File: config.mk
export PLATFORM = sky130hd
export DESIGN_NAME = board_renderer
export DESIGN_NICKNAME = d
export VERILOG_FILES = /design/src/rtl/board_renderer.sv
export SDC_FILE = /design/constraint.sdc
export NUM_CORES = 1
export LEC_CHECK = 0
export CAP_MARGIN = 20
export CORE_ASPECT_RATIO = 2
export CORE_MARGIN = 2
export CORE_UTILIZATION = 56
export CTS_CLUSTER_DIAMETER = 50
export CTS_CLUSTER_SIZE = 10
export DETAILED_ROUTE_END_ITERATION = 16
export HOLD_SLACK_MARGIN = 0.03
export MAX_ROUTING_LAYER = met4
export PLACE_DENSITY = 0.95
export SYNTH_ARGS = -nofsm -noshare
export SYNTH_HDL_FRONTEND = slang
export SYNTH_SLANG_ARGS = --single-unit
File: constraint.sdc
create_clock -name clk -period 29.2 [get_ports clk]
set_clock_uncertainty 0.2 [all_clocks]
set_input_delay 4.38 -clock clk [delete_from_list [all_inputs] [get_ports clk]]
set_output_delay 4.38 -clock clk [all_outputs]
set_load 0.01 [all_outputs]
File: src/rtl/board_renderer.sv
`default_nettype none
// ============================================================================
//  Module      : board_renderer
//  Description : Rasterises an 8x8 puzzle board snapshot into VGA pixel writes.
//  Revision    : 1.0 - initial release
// ============================================================================
module board_renderer #(
  parameter int CELL_PX  = 12,
  parameter int ORIGIN_X = 32,
  parameter int ORIGIN_Y = 12
) (
  input  logic        clk,
  input  logic        reset,
  input  logic        start,
  input  logic [63:0] game_grid,
  input  logic [63:0] block1,
  input  logic [63:0] block2,
  input  logic [63:0] block3,
  input  logic [2:0]  block1_x,
  input  logic [2:0]  block1_y,
  input  logic [2:0]  block2_x,
  input  logic [2:0]  block2_y,
  input  logic [2:0]  block3_x,
  input  logic [2:0]  block3_y,
  input  logic [1:0]  active_sel,
  input  logic        game_over,
  output logic [7:0]  vga_x,
  output logic [6:0]  vga_y,
  output logic [2:0]  vga_colour,
  output logic        vga_plot,
  output logic        busy,
  output logic        done
);
  localparam int                c_PX_W    = $clog2(CELL_PX);
  localparam logic [c_PX_W-1:0] c_PX_LAST = c_PX_W'(CELL_PX - 1);

  typedef enum logic [1:0] {
    S_IDLE = 2'd0,
    S_DRAW = 2'd1,
    S_DONE = 2'd2
  } state_t;

  state_t              r_state, w_state_nx;
  logic [63:0]         r_grid;
  logic [2:0][63:0]    r_blk;
  logic [2:0][2:0]     r_bx, r_by;
  logic [1:0]          r_sel;
  logic                r_go;
  logic [2:0]          r_row, r_col, w_row_nx, w_col_nx;
  logic [c_PX_W-1:0]   r_py, r_px, w_py_nx, w_px_nx;
  logic                w_capture;
  logic [2:0]          w_cov;
  logic                w_cell, w_act, w_oth;
  logic [2:0]          w_pix_colour;
  logic [7:0]          w_pix_x, w_x_nx;
  logic [6:0]          w_pix_y, w_y_nx;
  logic [2:0]          w_colour_nx;
  logic                w_plot_nx, w_busy_nx, w_done_nx;

  function automatic logic covers(input logic [63:0] mask, input logic [2:0] ox,
                                  input logic [2:0] oy, input logic [2:0] r,
                                  input logic [2:0] c);
    logic [2:0] dr, dc;
    dr = r - oy;
    dc = c - ox;
    return (r >= oy) && (c >= ox) && mask[{dr, dc}];
  endfunction

  // Pixel colour for the current scan position, evaluated from the snapshot only
  always_comb begin
    for (int i = 0; i < 3; i++) begin
      w_cov[i] = covers(r_blk[i], r_bx[i], r_by[i], r_row, r_col);
    end
    w_cell = r_grid[{r_row, r_col}];
    w_act  = (r_sel == 2'd1 && w_cov[0]) || (r_sel == 2'd2 && w_cov[1]) ||
             (r_sel == 2'd3 && w_cov[2]);
    w_oth  = (r_sel != 2'd1 && w_cov[0]) || (r_sel != 2'd2 && w_cov[1]) ||
             (r_sel != 2'd3 && w_cov[2]);
    if (r_px == '0 || r_py == '0) w_pix_colour = 3'b111;
    else if (r_go)                w_pix_colour = w_cell ? 3'b100 : 3'b000;
    else if (w_act)               w_pix_colour = w_cell ? 3'b100 : 3'b110;
    else if (w_oth)               w_pix_colour = 3'b011;
    else if (w_cell)              w_pix_colour = 3'b010;
    else                          w_pix_colour = 3'b000;
    w_pix_x = 8'(ORIGIN_X) + 8'(r_col) * 8'(CELL_PX) + 8'(r_px);
    w_pix_y = 7'(ORIGIN_Y) + 7'(r_row) * 7'(CELL_PX) + 7'(r_py);
  end

  always_comb begin
    w_state_nx  = r_state;
    w_row_nx    = r_row;
    w_col_nx    = r_col;
    w_py_nx     = r_py;
    w_px_nx     = r_px;
    w_capture   = 1'b0;
    w_plot_nx   = 1'b0;
    w_busy_nx   = 1'b0;
    w_done_nx   = 1'b0;
    w_x_nx      = vga_x;
    w_y_nx      = vga_y;
    w_colour_nx = vga_colour;
    case (r_state)
      S_IDLE: begin
        w_row_nx = '0;
        w_col_nx = '0;
        w_py_nx  = '0;
        w_px_nx  = '0;
        if (start) begin
          w_capture  = 1'b1;
          w_state_nx = S_DRAW;
        end
      end
      S_DRAW: begin
        w_plot_nx   = 1'b1;
        w_busy_nx   = 1'b1;
        w_x_nx      = w_pix_x;
        w_y_nx      = w_pix_y;
        w_colour_nx = w_pix_colour;
        // Raster order: px fastest, then col, then py, then row
        if (r_px != c_PX_LAST) begin
          w_px_nx = r_px + 1'b1;
        end else begin
          w_px_nx = '0;
          if (r_col != 3'd7) begin
            w_col_nx = r_col + 3'd1;
          end else begin
            w_col_nx = '0;
            if (r_py != c_PX_LAST) begin
              w_py_nx = r_py + 1'b1;
            end else begin
              w_py_nx = '0;
              if (r_row != 3'd7) begin
                w_row_nx = r_row + 3'd1;
              end else begin
                w_row_nx   = '0;
                w_state_nx = S_DONE;
              end
            end
          end
        end
      end
      S_DONE: begin
        w_done_nx  = 1'b1;
        w_busy_nx  = 1'b1;
        w_state_nx = S_IDLE;
      end
      default: w_state_nx = S_IDLE;
    endcase
  end

  always_ff @(posedge clk or posedge reset) begin
    if (reset) r_state <= S_IDLE;
    else       r_state <= w_state_nx;
  end

  always_ff @(posedge clk or posedge reset) begin
    if (reset) begin
      r_grid     <= '0;
      r_blk      <= '0;
      r_bx       <= '0;
      r_by       <= '0;
      r_sel      <= '0;
      r_go       <= 1'b0;
      r_row      <= '0;
      r_col      <= '0;
      r_py       <= '0;
      r_px       <= '0;
      vga_x      <= '0;
      vga_y      <= '0;
      vga_colour <= '0;
      vga_plot   <= 1'b0;
      busy       <= 1'b0;
      done       <= 1'b0;
    end else begin
      if (w_capture) begin
        r_grid <= game_grid;
        r_blk  <= {block3, block2, block1};
        r_bx   <= {block3_x, block2_x, block1_x};
        r_by   <= {block3_y, block2_y, block1_y};
        r_sel  <= active_sel;
        r_go   <= game_over;
      end
      r_row      <= w_row_nx;
      r_col      <= w_col_nx;
      r_py       <= w_py_nx;
      r_px       <= w_px_nx;
      vga_x      <= w_x_nx;
      vga_y      <= w_y_nx;
      vga_colour <= w_colour_nx;
      vga_plot   <= w_plot_nx;
      busy       <= w_busy_nx;
      done       <= w_done_nx;
    end
  end
endmodule
`default_nettype wire

==> results_dict.tcl, run 1 <==
set metrics [dict create \
    switching_share_pct 35.1 \
    grt_max_degree 187 \
    cts_resized 0 \
    clock-root-buffer "clkbuf_16" \
    drv_cap 0 \
    antenna_found_initial 4 \
    start_util_pct 56.8 \
    avgRoutedWirePerCell_um 22.4 \
    combPwrFrac_pct 46.5 \
    cts_max_level 2 \
    vias_per_cell 5.91 \
    io_buffers 300 \
    layout_commonest_cell "dfrtp_1" \
    yosys-top-cells-area "dfrtp_1 (52%), mux2_2 (21%), mux4_2 (6.9%), ha_1 (3.1%), mux2i_1 (1.9%)" \
    crit_type "in -> reg" \
    syn_to_final_growth_pct 27.6 \
    layout_common_cells "dfrtp_1 (314), clkdlybuf4s50_1 (300), mux2_2 (290)" \
    syn_nets 1409 \
    clockBufferDepth 3 \
    synthDistinctLibCells 67 \
    cts-buffers-inserted 37 \
    worstSetupStartpointType "input pin" \
    setup_tns_ns 0 \
    drt_iter0_markers 590 \
    route.detailed.drc 0 \
    design_area_um2 19400 \
    ios 301 \
    insertion_delay_ns 0.51 \
    vdd_drop_max_uv 78.5 \
    synthCells 1081 \
    hold_violations 0 \
    placed_area_um2 18500 \
    yosysTopAreaCell "dfrtp_1" \
    cts_setup_buffers 0 \
    hp-class "reg -> reg" \
    grt_remaining_overflow 0 \
    place.gp.congestion 0.828 \
    synth_top_area_share_pct 51.6 \
    setup-violations-final 0 \
    antenna_left 0 \
    fillers 1679 \
    synth_edf_count 0 \
    period_share_pct 25.2 \
    p_switching_uw 765 \
    cts_sinks 314 \
    power.total_mw 2.18 \
    ys.flop_type "dfrtp_1" \
    finalWorstSetupSlack_ns 21.84 \
    p_per_area_nw_per_um2 112 \
    seq_area_frac_synth_pct 51.6 \
    tightest_slew_ns 1.09 \
    synth_area_um2 15200 \
    die_h_um 237 \
    tritoncts "done" \
    maxSlewHeadroom_pct 27.4 \
    grt_pass1_vias 11525 \
    critPathMaxFanout 79 \
    post-route-min-period_ns 7.36 \
    preCtsSetupSlack_ns 21.36 \
    fp-row-count 85 \
    dr.pass1.iters 5 \
    path_clk_slew_ns 0.05 \
    holdWs_ns 0.300 \
    clkPwrFrac_pct 17.6 \
    endpoint_kind "register" \
    required_ns 29.38 \
    drv_slew 0 \
    outcome "finished clean" \
    p_leak_nw 8.17 \
    die-area_um2 28600 \
    power_frac_seq_pct 35.9 \
    core_area_um2 26800 \
    finalNetCount 1702 \
    p_int_mw 1.41 \
    hold_buffers 0 \
    synth_warnings 0 \
    max_freq_mhz 136 \
    hpwl_mm 28.0 \
    drive_gt1_share_pct 29.1 \
    cp.arrival_ns 7.54 \
    wirelength_mm 38.6 \
    synth_seq_cells 314 \
    syn_avg_cell_area_um2 14.1 \
    grt_pass1_wl_mm 60.2 \
    synth-async-reset-ratio_pct 100 \
    via_count 10204 \
    track_usage_pct 28.3 \
    die_w_um 121 \
    rsz0062_at_grt "no" \
]
-- power by group through the flow --
stage          combinational, mW  sequential, mW  clock, mW
6_report                    1.01           0.781      0.384
5_1_grt                     1.09           0.803      0.409
4_1_cts                     1.02           0.778      0.391
3_5_place_dp                1.01           0.781          0
3_3_place_gp               0.971           0.759          0
2_1_floorplan              0.769           0.738          0
-- metal layers --
metal | vias up | global-route usage (%) | wire length (um)
li1 | 4534 | - | -
met1 | 5159 | 28.3 | 12800
met2 | 391 | 52.4 | 21900
met3 | 120 | 4.99 | 1940
met4 | 0 | 13.2 | 1910
met5 | - | - | 0
-- sequential cells by signal, indices dropped and copies added (netlist names), 4 cells and up --
| signal | count |
|---|---|
| r_px | 4 |
| r_py | 4 |
| r_grid | 64 |
| r_blk | 192 |
| vga_y | 7 |
| r_bx | 9 |
| r_by | 9 |
| vga_x | 8 |
-- stage by stage --
stage / util (%) / cells
6_report: 72.5 / 1726
5_1_grt: 72.5 / 1725
4_1_cts: 72.5 / 1721
3_5_place_dp: 69.0 / 1683
3_3_place_gp: 69.0 / 1683
2_1_floorplan: - / 1081
-- critical path, stage by stage --
cell             delay (ns)
clkdlybuf4s50_1        0.47
nand2_4                0.48
buf_4                  0.75
buf_4                  0.92
mux2_2                 0.44
-- cell usage after synthesis (7+ instances only) --
master and instances:
xnor2_1 10, a21oi_1 23, nand3_1 21, ha_1 38, inv_1 46, clkbuf_1 35, fa_1 10, o21ai_0 17
nor2b_1 8, mux2_2 290, mux2i_1 29, mux4_2 47, nand2_1 34, a31oi_1 7, dfrtp_1 314, nor2_1 25
-- cell type report --
| class | count | area (um^2) | share of cell area, % |
|---|---|---|---|
| diodes | 5 | 12.5 | 0.0644 |
| clock buffers | 37 | 926 | 4.76 |
| clock inverters | 1 | 8.76 | 0.0451 |
| inverters | 48 | 188 | 0.965 |
| multi-input cells | 662 | 6910 | 35.6 |
| flip-flops and latches | 314 | 7860 | 40.4 |
| well taps | 348 | 435 | 2.24 |
| repair buffers | 311 | 3100 | 15.9 |
-- path summary, 6_finish.rpt --
path                          startpoint       endpoint  slack [ns]  depth (start not counted)
min in group asynchronous          reset      r_blk[34]        4.23                          2
setup reg to reg                r_col[0]  vga_colour[1]       24.40                         14
hold reg to reg            vga_colour[2]  vga_colour[2]        0.30                          1
hold / removal             vga_colour[2]  vga_colour[2]        0.30                          1
max in group asynchronous          reset     r_grid[40]       22.99                          3
setup / recovery                   start     r_blk[104]       21.84                          5
-- cell families after synthesis --
kind of cell	Yosys count	share of synthesized area (%)
XOR/XNOR	17	1.13
AO/OA/AOI/OAI	101	4.56
AND/OR/NAND/NOR	124	4.09
multiplexers	372	31.1
buffers and inverters	105	3.08
adder cells (fa/ha/maj)	48	4.44
flip-flops	314	51.6
Power figures use the tool's default switching activity.
==> inputs of run 2 (changes only) <==
CORE_UTILIZATION = 52   (was 56)
PLACE_DENSITY = 0.9   (was 0.95)
clock period = 7.1 ns   (was 29.2 ns; I/O delays follow)
==> run 2 against run 1 <==
Net effect:
- core utilization is 4.7 points lower
- total power grew to 4.2 times the previous value
- critical path depth is 8 higher
- largest cell class unchanged
- critical path type is now reg -> reg
- highest routed layer unchanged
- sequential share of layout area is 0.25 points lower
- largest power group unchanged
==> results_dict.tcl, run 2 (synthesized netlist as in run 1, its figures left out) <==
set metrics [dict create \
    utilization_pct 67.8 \
    clock-root-buffer "clkbuf_16" \
    rsz0062_at_grt "no" \
    post-route-min-period_ns 4.44 \
    die_h_um 246 \
    p_int_mw 5.89 \
    cp_top_family "compound AO/OA/AOI/OAI gates" \
    clkPwrFrac_pct 18.3 \
    ios 301 \
    track_usage_pct 26.5 \
    die_w_um 125 \
    drv_slew 0 \
    final_cells 1740 \
    dr.pass1.iters 5 \
    core_area_um2 28800 \
    switching_share_pct 35.0 \
    io_buffers 300 \
    path_clk_slew_ns 0.06 \
    antenna_left 0 \
    p_per_area_nw_per_um2 464 \
    met3_usage_pct 4.02 \
    worstSetupStartpointType "register" \
    vias_per_cell 5.86 \
    top_register "r_blk" \
    antenna_found_initial 1 \
    insertion_delay_ns 0.51 \
    die-area_um2 30800 \
    finalNetCount 1704 \
    r2r_end "vga_colour[0]" \
    combPwrFrac_pct 46.0 \
    cp.arrival_ns 4.65 \
    whs_endpoint "r_blk[101]" \
    power_frac_seq_pct 35.7 \
    hpwl_mm 28.9 \
    hold_violations 0 \
    syn_to_final_growth_pct 28.4 \
    r2r-start "r_col[0]" \
    worstSetupStartpoint "r_col[0]" \
    via_count 10205 \
    cpPeakStageDelay_ns 0.81 \
    start_util_pct 52.8 \
    grt_pass1_vias 11393 \
    placed_area_um2 18500 \
    gr-usage-met2_pct 49.6 \
    setup_tns_ns 0 \
    critPathMaxFanout 17 \
    crit_buf_inv 2 \
    grt_max_degree 166 \
    cts_setup_buffers 0 \
    r2r_slack_ns 2.66 \
    cts-buffers-inserted 37 \
    layout_commonest_cell "dfrtp_1" \
    avgRoutedWirePerCell_um 22.9 \
    cp_slowest_cell "xor2_2" \
    outcome "finished clean" \
    place.gp.congestion 0.857 \
    hold_buffers 0 \
    design_area_um2 19600 \
    layout_common_cells "dfrtp_1 (314), clkdlybuf4s50_1 (300), mux2_2 (290)" \
    path_cells "inv_1, ha_1, inv_1, fa_1, xor2_2, mux4_2, mux2i_1, a311oi_1, o2111ai_1, o32ai_1, o32ai_1, a21oi_1, nor2_1" \
    crit_type "reg -> reg" \
    drv_cap 0 \
    fp-row-count 88 \
    dp.cells 1695 \
    grtUsageMet1_pct 26.4 \
    cts_resized 0 \
    grt_pass1_wl_mm 61.2 \
    min_path_cells 1 \
    route.detailed.drc 0 \
    reg2reg_depth 13 \
    cts_max_level 2 \
    tightest_slew_ns 0.980 \
    wirelength_mm 39.8 \
    grt.busiest_layer "met2" \
    reg_top3 "r_blk: 192 flops, r_grid: 64 flops" \
    drt_iter0_markers 617 \
    tritoncts "done" \
    largest_register_ffs 192 \
    vdd_drop_max_uv 281 \
    p_leak_nw 8.22 \
    hp-class "reg -> reg" \
    period_share_pct 62.6 \
    min_from "r_blk[101]" \
    maxSlewHeadroom_pct 34.6 \
    endpoint_kind "register" \
    max_freq_mhz 225 \
    clockBufferDepth 3 \
    drive_gt1_share_pct 29.4 \
    p_switching_mw 3.18 \
    required_ns 7.30 \
    cts_sinks 314 \
    grt_remaining_overflow 0 \
    setup-violations-final 0 \
]
## run 2: metal layers
metal,vias to the layer above,wire length [um]
met5,-,0
met4,0,2070
met3,118,1730
met2,372,22900
met1,5199,13100
li1,4516,-
## run 2: worst register-to-register path, cell delays in order, from the launching register on
cell and delay, ns:
dfrtp_1 0.38, inv_1 0.18, ha_1 0.20, inv_1 0.05
fa_1 0.44, xor2_2 0.81, mux4_2 0.38, mux2i_1 0.08
a311oi_1 0.37, o2111ai_1 0.32, o32ai_1 0.47, o32ai_1 0.20
a21oi_1 0.18, nor2_1 0.06
## run 2: layout make-up
| class | count | area [um^2] |
|---|---|---|
| clock inverters | 3 | 18.8 |
| multi-input cells | 662 | 6910 |
| repair buffers | 313 | 3160 |
| well taps | 360 | 450 |
| inverters | 48 | 184 |
| diodes | 1 | 2.50 |
| clock buffers | 39 | 976 |
| flip-flops and latches | 314 | 7860 |
| fillers | 1974 | 9290 |
## run 2: worst max path at each step
stage                          to  slack [ns]  depth (start not counted)
floorplan                    busy        1.65                          1
global placement    vga_colour[1]        2.73                         12
detailed placement  vga_colour[1]        2.56                         12
CTS                 vga_colour[1]        2.54                         13
global route        vga_colour[2]        2.46                         13
finish              vga_colour[0]        2.66                         13
## run 2: stage by stage
step / power, mW / hold slack [ns] / setup slack [ns]
floorplan: 6.20 / 0.270 / 1.65
global placement: 7.11 / 0.281 / 2.73
detailed placement: 7.34 / 0.287 / 2.56
CTS: 9.06 / 0.302 / 2.54
global route: 9.57 / 0.308 / 2.46
finish: 9.07 / 0.301 / 2.66
## run 2: power by group through the flow
stage	Clock, mW	Sequential (mW)	Combinational [mW]
finish	1.66	3.24	4.17
global route	1.76	3.33	4.48
CTS	1.69	3.23	4.14
detailed placement	0	3.25	4.10
global placement	0	3.19	3.92
floorplan	0	3.04	3.16
==> inputs of run 3 (changes only) <==
clock period = 4.29 ns   (was 7.1 ns; I/O delays follow)
==> run 3 against run 2 <==
Net effect:
- wire length is 0.24% lower
- first-iteration DRC count is 5.8% lower
- clock power is 69% higher
- die area stayed put
- register-to-register slack worse by 2.5 ns
- setup slack worse by 2.5 ns
- count of clock-buffer cells in the layout is 1 higher
- sequential cell count stayed put
- global-route usage is 0.20 points higher
- largest power group unchanged
- highest routed layer unchanged
==> results_dict.tcl, run 3 (synthesized netlist as in run 1, its figures left out) <==
set metrics [dict create \
    outcome "finished clean" \
    die_h_um 246 \
    hp-class "reg -> reg" \
    drv_slew 0 \
    ios 301 \
    path_clk_slew_ns 0.05 \
    die-area_um2 30800 \
    grt_pass1_vias 11389 \
    crit_type "reg -> reg" \
    reg_top3 "r_blk: 192 flops, r_grid: 64 flops" \
    insertion_delay_ns 0.52 \
    crit_buf_inv 3 \
    min_from "r_blk[107]" \
    die_w_um 125 \
    worstSetupStartpoint "r_col[0]" \
    met3_usage_pct 4.15 \
    vdd_drop_max_uv 425 \
    track_usage_pct 26.7 \
    path_cells "inv_1, ha_1, inv_1, fa_1, buf_12, mux4_2, mux2_2, and3_1, nor4_1, a311o_1, or4b_1, a21oi_1, a21oi_1" \
    fp-row-count 88 \
    max_freq_mhz 242 \
    grt.busiest_layer "met2" \
    layout_common_cells "dfrtp_1 (314), clkdlybuf4s50_1 (300), mux2_2 (290)" \
    drv_cap 0 \
    tightest_slew_ns 0.897 \
    worstSetupStartpointType "register" \
    top_register "r_blk" \
    grtUsageMet1_pct 26.6 \
    grt_remaining_overflow 0 \
    critPathMaxFanout 24 \
    period_share_pct 96.3 \
    cp.arrival_ns 4.34 \
    cts_sinks 314 \
    cp_slowest_cell "fa_1" \
    p_leak_nw 8.35 \
    clockBufferDepth 3 \
    place.gp.congestion 0.957 \
    avgRoutedWirePerCell_um 22.6 \
    rsz0062_at_grt "no" \
    tritoncts "done" \
    design_area_um2 19800 \
    power.total_mw 15.1 \
    start_util_pct 52.8 \
    setup_tns_ns 0 \
    core_area_um2 28800 \
    grt_pass1_wl_mm 61.5 \
    grt_max_degree 107 \
    cp_top_family "simple AND/OR/NAND/NOR gates" \
    cpPeakStageDelay_ns 0.54 \
    placed_area_um2 18800 \
    required_ns 4.49 \
    maxSlewHeadroom_pct 40.2 \
    holdWs_ns 0.298 \
    via_count 10218 \
    route.detailed.drc 0 \
    r2r-start "r_col[0]" \
    vias_per_cell 5.81 \
    hold_violations 0 \
    dr.pass1.iters 5 \
    finalNetCount 1721 \
    clock-root-buffer "clkbuf_16" \
    gr-usage-met2_pct 49.9 \
    wirelength_mm 39.7 \
    p_per_area_nw_per_um2 764 \
    drt_iter0_markers 581 \
    antenna_left 0 \
    hpwl_mm 29.9 \
    cts-buffers-inserted 37 \
    io_buffers 300 \
    largest_register_ffs 192 \
    syn_to_final_growth_pct 30.0 \
    layout_commonest_cell "dfrtp_1" \
    hold_buffers 0 \
    post-route-min-period_ns 4.13 \
    antenna_found_initial 2 \
    cts_max_level 2 \
    setup-violations-final 0 \
    endpoint_kind "register" \
    drive_gt1_share_pct 30.2 \
]
==> run 3: stage by stage <==
step	worst slack [ns]	std cells	util, %
finish	0.157	1758	68.6
global route	0.00216	1758	68.6
CTS	0.171	1756	68.6
detailed placement	0.197	1714	65.0
global placement	0.334	1714	65.0
floorplan	-0.736	1081	-
==> run 3: area by class of cell <==
cell class / instances / area [um^2]
sequential: 314 / 7860
antenna: 2 / 5.00
timing repair buffer: 330 / 3360
tap: 360 / 450
clock buffer: 40 / 990
multi-input combinational: 662 / 6920
fill: 1925 / 9050
clock inverter: 2 / 38.8
inverter: 48 / 184
==> run 3: layer usage <==
metal | wire [um] | part of all wire [%]
met1 | 13200 | 33
met2 | 22600 | 57
met3 | 1790 | 4.5
met4 | 2090 | 5.3
met5 | 0 | 0
==> run 3: worst paths after layout <==
path | depth (start not counted) | to | slack [ns]
max | 13 | vga_colour[1] | 0.16
min | 1 | r_blk[107] | 0.30
max reg2reg | 13 | vga_colour[1] | 0.16
min reg2reg | 1 | r_blk[107] | 0.30
max in group asynchronous | 4 | r_blk[51] | 2.46
min in group asynchronous | 2 | r_grid[20] | 0.38
==> run 3: power breakdown <==
part,internal [mW],switching [mW],total [mW],leakage [nW]
Sequential,4.45,0.923,5.37,3.70
Combinational,3.83,3.13,6.96,4.14
Clock,1.67,1.13,2.81,0.506
Total,9.95,5.19,15.1,8.35
==> run 3: timing repair <==
| action | in CTS | in global routing |
|---|---|---|
| setup endpoints to repair | 0 | 1 |
| buffers inserted | 0 | 0 |
| gates resized for setup | 0 | 2 |
